File: config.mk
export PLATFORM = sky130hd
export DESIGN_NAME = pipe_stage_skid
export DESIGN_NICKNAME = d
export VERILOG_FILES = /design/src/rtl/pipe_stage_skid.sv
export SDC_FILE = /design/constraint.sdc
export NUM_CORES = 1
export LEC_CHECK = 0
export CORE_UTILIZATION = 45
export CTS_CLUSTER_DIAMETER = 30
export CTS_CLUSTER_SIZE = 20
export DETAILED_ROUTE_END_ITERATION = 8
export HOLD_SLACK_MARGIN = 0.12
export PLACE_DENSITY = 0.73
export SETUP_SLACK_MARGIN = 0.3
export SLEW_MARGIN = 20
export SYNTH_ARGS = -nofsm -noshare
export SYNTH_HDL_FRONTEND = slang
export SYNTH_SLANG_ARGS = --single-unit
File: constraint.sdc
create_clock -name CLK -period 2.8 [get_ports CLK]
set_clock_uncertainty 0.05 [all_clocks]
set_input_delay 0.42 -clock CLK [delete_from_list [all_inputs] [get_ports CLK]]
set_output_delay 0.42 -clock CLK [all_outputs]
set_load 0.01 [all_outputs]
File: src/rtl/pipe_stage_skid.sv
// pipe_stage_skid: elastic pipeline-stage register with a two-entry skid buffer.
// Carries a DATA_W-bit payload plus a halt flag under valid/ready handshaking.
// in_ready is derived from registered state only, so it has no combinational
// path from out_ready. Supports flush, stall and a sticky halt.
// Optional statistics counters are enabled by defining PIPE_STAGE_STATS_EN.
module pipe_stage_skid #(
  parameter int DATA_W = 32,
  parameter int CNT_W  = 16
) (
  input  logic              CLK,
  input  logic              nRST,
  input  logic              flush,
  input  logic              stall,
  input  logic              in_valid,
  output logic              in_ready,
  input  logic [DATA_W-1:0] in_data,
  input  logic              in_halt,
  output logic              out_valid,
  input  logic              out_ready,
  output logic [DATA_W-1:0] out_data,
  output logic              out_halt,
  output logic              halted,
`ifdef PIPE_STAGE_STATS_EN
  output logic [CNT_W-1:0]  stall_cycles,
  output logic [CNT_W-1:0]  flush_count,
  output logic [CNT_W-1:0]  xfer_count,
`endif
  output logic [1:0]        occupancy
);

  typedef enum logic [1:0] {EMPTY = 2'd0, ONE = 2'd1, FULL = 2'd2} state_t;

  state_t            state_reg, state_next;
  logic [DATA_W-1:0] main_data_reg, main_data_next;
  logic              main_halt_reg, main_halt_next;
  logic [DATA_W-1:0] skid_data_reg, skid_data_next;
  logic              skid_halt_reg, skid_halt_next;
  logic              halted_reg, halted_next;
  logic              accept, consume;

  assign in_ready  = (state_reg != FULL) & ~halted_reg;
  assign out_valid = (state_reg != EMPTY) & ~halted_reg;
  assign out_data  = main_data_reg;
  assign out_halt  = main_halt_reg;
  assign halted    = halted_reg;
  assign accept    = in_valid & in_ready & ~flush;
  assign consume   = out_valid & out_ready & ~stall & ~flush;

  // Occupancy follows the registered state; illegal encodings read as empty.
  always_comb begin
    occupancy = 2'd0;
    case (state_reg)
      ONE:     occupancy = 2'd1;
      FULL:    occupancy = 2'd2;
      default: occupancy = 2'd0;
    endcase
  end

  // Next-state and entry movement: flush, then halt consumption, then normal flow.
  always_comb begin
    state_next     = state_reg;
    main_data_next = main_data_reg;
    main_halt_next = main_halt_reg;
    skid_data_next = skid_data_reg;
    skid_halt_next = skid_halt_reg;
    halted_next    = halted_reg;
    if (flush) begin
      // Entries are abandoned; main payload is kept so out_data holds its value.
      state_next = EMPTY;
    end else if (consume && main_halt_reg) begin
      // Halt token leaves the stage once; anything behind it is discarded.
      halted_next = 1'b1;
      state_next  = EMPTY;
    end else begin
      case (state_reg)
        EMPTY: begin
          if (accept) begin
            state_next     = ONE;
            main_data_next = in_data;
            main_halt_next = in_halt;
          end
        end
        ONE: begin
          if (accept && consume) begin
            main_data_next = in_data;
            main_halt_next = in_halt;
          end else if (accept) begin
            state_next     = FULL;
            skid_data_next = in_data;
            skid_halt_next = in_halt;
          end else if (consume) begin
            state_next = EMPTY;
          end
        end
        FULL: begin
          if (consume) begin
            state_next     = ONE;
            main_data_next = skid_data_reg;
            main_halt_next = skid_halt_reg;
          end
        end
        default: state_next = EMPTY;
      endcase
    end
  end

  // State and entry registers, cleared asynchronously.
  always_ff @(posedge CLK or negedge nRST) begin
    if (!nRST) begin
      state_reg     <= EMPTY;
      main_data_reg <= '0;
      main_halt_reg <= 1'b0;
      skid_data_reg <= '0;
      skid_halt_reg <= 1'b0;
      halted_reg    <= 1'b0;
    end else begin
      state_reg     <= state_next;
      main_data_reg <= main_data_next;
      main_halt_reg <= main_halt_next;
      skid_data_reg <= skid_data_next;
      skid_halt_reg <= skid_halt_next;
      halted_reg    <= halted_next;
    end
  end

`ifdef PIPE_STAGE_STATS_EN
  logic [CNT_W-1:0] stall_cycles_reg, flush_count_reg, xfer_count_reg;

  assign stall_cycles = stall_cycles_reg;
  assign flush_count  = flush_count_reg;
  assign xfer_count   = xfer_count_reg;

  // Saturating statistics counters.
  always_ff @(posedge CLK or negedge nRST) begin
    if (!nRST) begin
      stall_cycles_reg <= '0;
      flush_count_reg  <= '0;
      xfer_count_reg   <= '0;
    end else begin
      if (out_valid && (stall || !out_ready) && stall_cycles_reg != '1)
        stall_cycles_reg <= stall_cycles_reg + 1'b1;
      if (flush && occupancy != 2'd0 && flush_count_reg != '1)
        flush_count_reg <= flush_count_reg + 1'b1;
      if (consume && xfer_count_reg != '1)
        xfer_count_reg <= xfer_count_reg + 1'b1;
    end
  end
`endif

endmodule
-- Word-level counts from Yosys, hierarchy flattened
Cells that the tools add are included.
- register bits: 69
- word-level logic and storage cells: 54
- eq/ne operators: 10
- muxes and demuxes: 17
- bitwise gates (word level): 12
- reduce and logical (&&, ||, !) cells: 9
- operator list (operator ; number):
    $mux W32 ; 3
    $pmux W32 S3 ; 1
    $mux W2 ; 7
    $ne A4 B4 Y1 const B ; 3
    $ne A2 B2 Y1 const B ; 4
    $and A1 B1 Y1 ; 7
    $pmux W2 S3 ; 1
    $reduce_and A6 Y1 ; 1
    $ne A5 B5 Y1 const B ; 1
    $not A1 Y1 ; 5
    $reduce_and A5 Y1 ; 1
    $pmux W2 S2 ; 1
    $reduce_and A4 Y1 ; 1
    $mux W1 ; 3
    $pmux W1 S3 ; 1
    $reduce_bool A3 Y1 ; 1
    $eq A2 B1 Y1 const B ; 1
    $eq A2 B2 Y1 const B ; 1
    $logic_and A1 B1 Y1 ; 2
    $logic_not A2 Y1 ; 1
    $reduce_and A2 Y1 ; 1
    $reduce_bool A2 Y1 ; 1

-- Depth between registers and ports, before layout
- word-level depth: 11
- gate-level depth with buffers: 6

-- Worst setup path before layout
No wires, ideal clock.
- path type: reg-to-reg
- from: register halted_reg (netlist: halted)
- to: register main_data_reg[0] (netlist: out_data[0])
- library setup time: 0.125 ns
- arrival time: 2.166 ns
- data required time: 2.625 ns
- slack: 0.459 ns
- cell stages (with the launch flop): 6
- buffers on the path: 1
- period minus slack after synthesis: 2.341 ns
- path through: dfrtp_1 > or3b_4 > or3_4 > a221oi_4 > buf_8 > mux2_4
- word-level cells in the longest chain between the ends: 8
- elaborated cells between the ends (all ways): 15
- those cells by class: eq/ne: 3; bitwise: 9; reduce/logical: 3
- ends and longest elaborated chain (what ; line ; text):
    from (decl) ; 38 ; logic halted_reg, halted_next;
    from (signal assigned) ; 122 ; halted_reg <= halted_next;
    $not A1 Y1 * ; 41, 42 ;
    $and A1 B1 Y1 ; 42 ; assign out_valid = (state_reg != EMPTY) & ~halted_reg;
    $and A1 B1 Y1 (3 in a row) ; 47 ; assign consume = out_valid & out_ready & ~stall & ~flush;
    $logic_and A1 B1 Y1, on equally long branches ; 84, 70 ;
    $ne A2 B2 Y1 (no line) or $not A1 Y1 (tied branches) ; n/a ;
    $reduce_and A6 Y1 (no line) * ; n/a ;
    to (signal assigned) ; 118 ; main_data_reg <= main_data_next;
    to (decl) ; 34 ; logic [DATA_W-1:0] main_data_reg, main_data_next;
Every way passes the cells marked *; elsewhere a longest branch is shown, timed or not.
A chain may end at the register's enable or synchronous reset.

-- Final worst setup path
- from: input out_ready
- to: register main_data_reg[21] (netlist: out_data[21])
- word-level cells in the longest chain between the ends: 6
- elaborated cells between the ends (all ways): 9
- those cells by class: eq/ne: 2; bitwise: 4; reduce/logical: 3
- ends and longest elaborated chain (what ; line ; text):
    from (decl) ; 19 ; input logic out_ready,
    $and A1 B1 Y1 * (3 in a row) ; 47 ;
    $logic_and A1 B1 Y1, on equally long branches ; 84, 70 ;
    $ne A2 B2 Y1 (no line) or $not A1 Y1 (tied branches) ; n/a ;
    $reduce_and A6 Y1 (no line) * ; n/a ;
Marks and branches as above.

==> reports/results.ini <==
[status]
status=completed

[drt]
drc=0
drtIter0Drc=43
via_count=1905
routed_wl_mm=5.97
vias_per_cell=4.91
drt-pass1-iter-count=4
drtAntennaViolNets=0
avgRoutedWirePerCell_um=15.4

[grt]
grt_pass1_vias=1957
grt_usage=0.173
overflow=0
grt_max_degree=52
grt_first_pass_wirelength_mm=9.76
antenna_found_initial=0

[critical_path]
arrival_ns=2.55
required_ns=2.96
crit_path_max_fanout=24
r2r_end=out_data[21]
r2r_setup_slack_ns=0.48
critPathMaxStageDelay_ns=0.47
r2r-start=halted
critical_path.slowest_cell=clkdlybuf4s50_1
worstSetupEndpointType=flop
cp-start-kind=input port
criticalPathCategory=input port to flop
rr_worst_depth=5
crit_path_cell_trace=clkdlybuf4s50_1, or3b_4, or3_4, a221oi_4, buf_12, mux2_2

[final_layout]
n_antenna_cell=0
nNetsFinal=328
layout-drive-gt1-share=0.435
instances_no_fill=388
area_growth_pct=34.4
final_util=0.633

[clock_tree]
cts_resized=0
cts_sinks=69
clkTransAtPathRegs_ns=0.07
htreeDepth=3
cts_tree=built
clk_latency_ns=0.32
cts_root_buf=clkbuf_8
clock_path_buffers=2
cts_buffers=9

[synth]
synth.avg_cell_area_um2=15.8
synth_cell_type_count=25
seq_area_frac_synth=0.537
ys_ff_latch=69
syn_nets=243
synth_area_um2=3220
yosysWarnings=0
synthCells=204

[run]
cap_violations=0

[placement]
portBuffers=76
place_inst=373
dp_hpwl_mm=3.94
place_congestion=0.826

[power_and_ir_drop]
ir_drop_mv=0.482
p_leak_nw=1.85
p_per_area_nw_per_um2=1000

[die]
dieArea_um2=7490
die_height_um=86.5
pin_count=77
die_w_um=86.5
start_util=0.471
placementRows=30
coreArea_um2=6830

[sta]
finalCritPeriodShare=0.852
setup_viol=0
worst_slew_pin_slew_ns=0.450
fin_tns_setup_ns=0
fin_crit_ns=2.39
finalHoldViolations=0
rsz0062_at_grt=false
drv_slew=0
max_freq_ghz=0.419
relSlewSlack=0.700

[min_path]
holdPathEnd=skid_data_reg[14]
worstHoldStart=skid_data_reg[14]
min_path_cells=1
min_path_type=flop to flop

## kinds of logic (layout without fill, tap and decap cells)
logic type             Yosys count  after routing  share of synthesized area
buffers and inverters           12            100                     0.0257
DFF                             69             69                      0.537
muxes                           99             99                      0.382
and+or+nand+nor                 16             16                     0.0323
AOI/OAI and AO/OA                8              8                     0.0233
## through the flow
| stage | hold WS, ns | cell area [µm²] | setup WS (ns) | power [mW] |
|---|---|---|---|---|
| after floorplan | 0.0744 | 3220 | 0.459 | 2.74 |
| after detailed placement | 0.340 | 4110 | 0.0750 | 3.54 |
| after global routing | 0.466 | 4320 | 0.372 | 4.57 |
| final | 0.452 | 4320 | 0.413 | 4.32 |
| after global placement | 0.340 | 4110 | 0.114 | 3.50 |
| after CTS | 0.453 | 4320 | 0.430 | 4.38 |
## report_power, final
group / switching [mW] / total (mW) / internal (mW)
Sequential: 0.296 / 1.79 / 1.49
Combinational: 0.546 / 1.73 / 1.18
Clock: 0.333 / 0.809 / 0.476
## worst max-delay path, delay by kind of cell
family          cells  cell delay [ns]
compound gates      1             0.30
buf+inv             2             0.73
mux                 1             0.36
simple gates        2             0.72
## worst max path at each step
stage / from / to
final: out_ready / out_data[21]
after global routing: out_ready / out_data[23]
after CTS: out_ready / out_data[23]
after detailed placement: out_ready / out_data[21]
after global placement: out_ready / out_data[21]
after floorplan: halted / out_data[0]
## placed cells by master, fill, tap and decap left out, drive strengths merged
cell type and n:
a2111oi 1, a21oi 1, a221oi 1, a2bb2oi 1, a31o 1, and2 1, and2b 1, and4b 1
buf 8, bufinv 1, clkbuf 13, clkdlybuf4s50 75, dfrtp 69, dlygate4sd3 1, inv 2, mux2 99
nand2b 1, nand3b 1, nor2 6, nor2b 1, o21ai 2, o31ai 1, or2 1, or3 1
or3b 2
## layout make-up
class	instances	area [µm²]
multi-input cells	123	1410
clock inverters	1	30.0
repair buffers	84	856
well taps	96	120
fillers	527	2510
clock buffers	13	169
inverters	2	7.51
flip-flops and latches	69	1730
## routing by layer
metal	GRT usage	wire, µm	vias up	part of all wire
li1	-	-	899	-
met1	0.248	2920	946	0.49
met2	0.251	2650	55	0.44
met3	0.0419	359	5	0.060
met4	0.0712	42	0	0.0070
met5	0	0	-	0
## cells in the mapped netlist (all sizes together)
| cell | instances | area (µm²) |
|---|---|---|
| or2 | 1 | 6.26 |
| a31o | 1 | 8.76 |
| buf | 6 | 60.1 |
| or3 | 1 | 11.3 |
| mux2 | 99 | 1230 |
| clkbuf | 4 | 15.0 |
| nor2b | 1 | 6.26 |
| inv | 2 | 7.51 |
| o31ai | 1 | 7.51 |
| and4b | 1 | 10.0 |
| a2111oi | 1 | 8.76 |
| and2 | 1 | 6.26 |
| a2bb2oi | 1 | 8.76 |
| a221oi | 1 | 26.3 |
| and2b | 1 | 7.51 |
| a21oi | 1 | 5.00 |
| nand3b | 1 | 7.51 |
| nor2 | 6 | 22.5 |
| dfrtp | 69 | 1730 |
| nand2b | 1 | 6.26 |
| or3b | 2 | 20.0 |
| o21ai | 2 | 10.0 |
## repair_timing
action / CTS / global route
setup buffers: 0 / 0
hold buffers: 1 / 0
setup endpoints to repair: 0 / 0
endpoints found under the hold margin: 18 / 0
(Power assumes the default switching activity.)
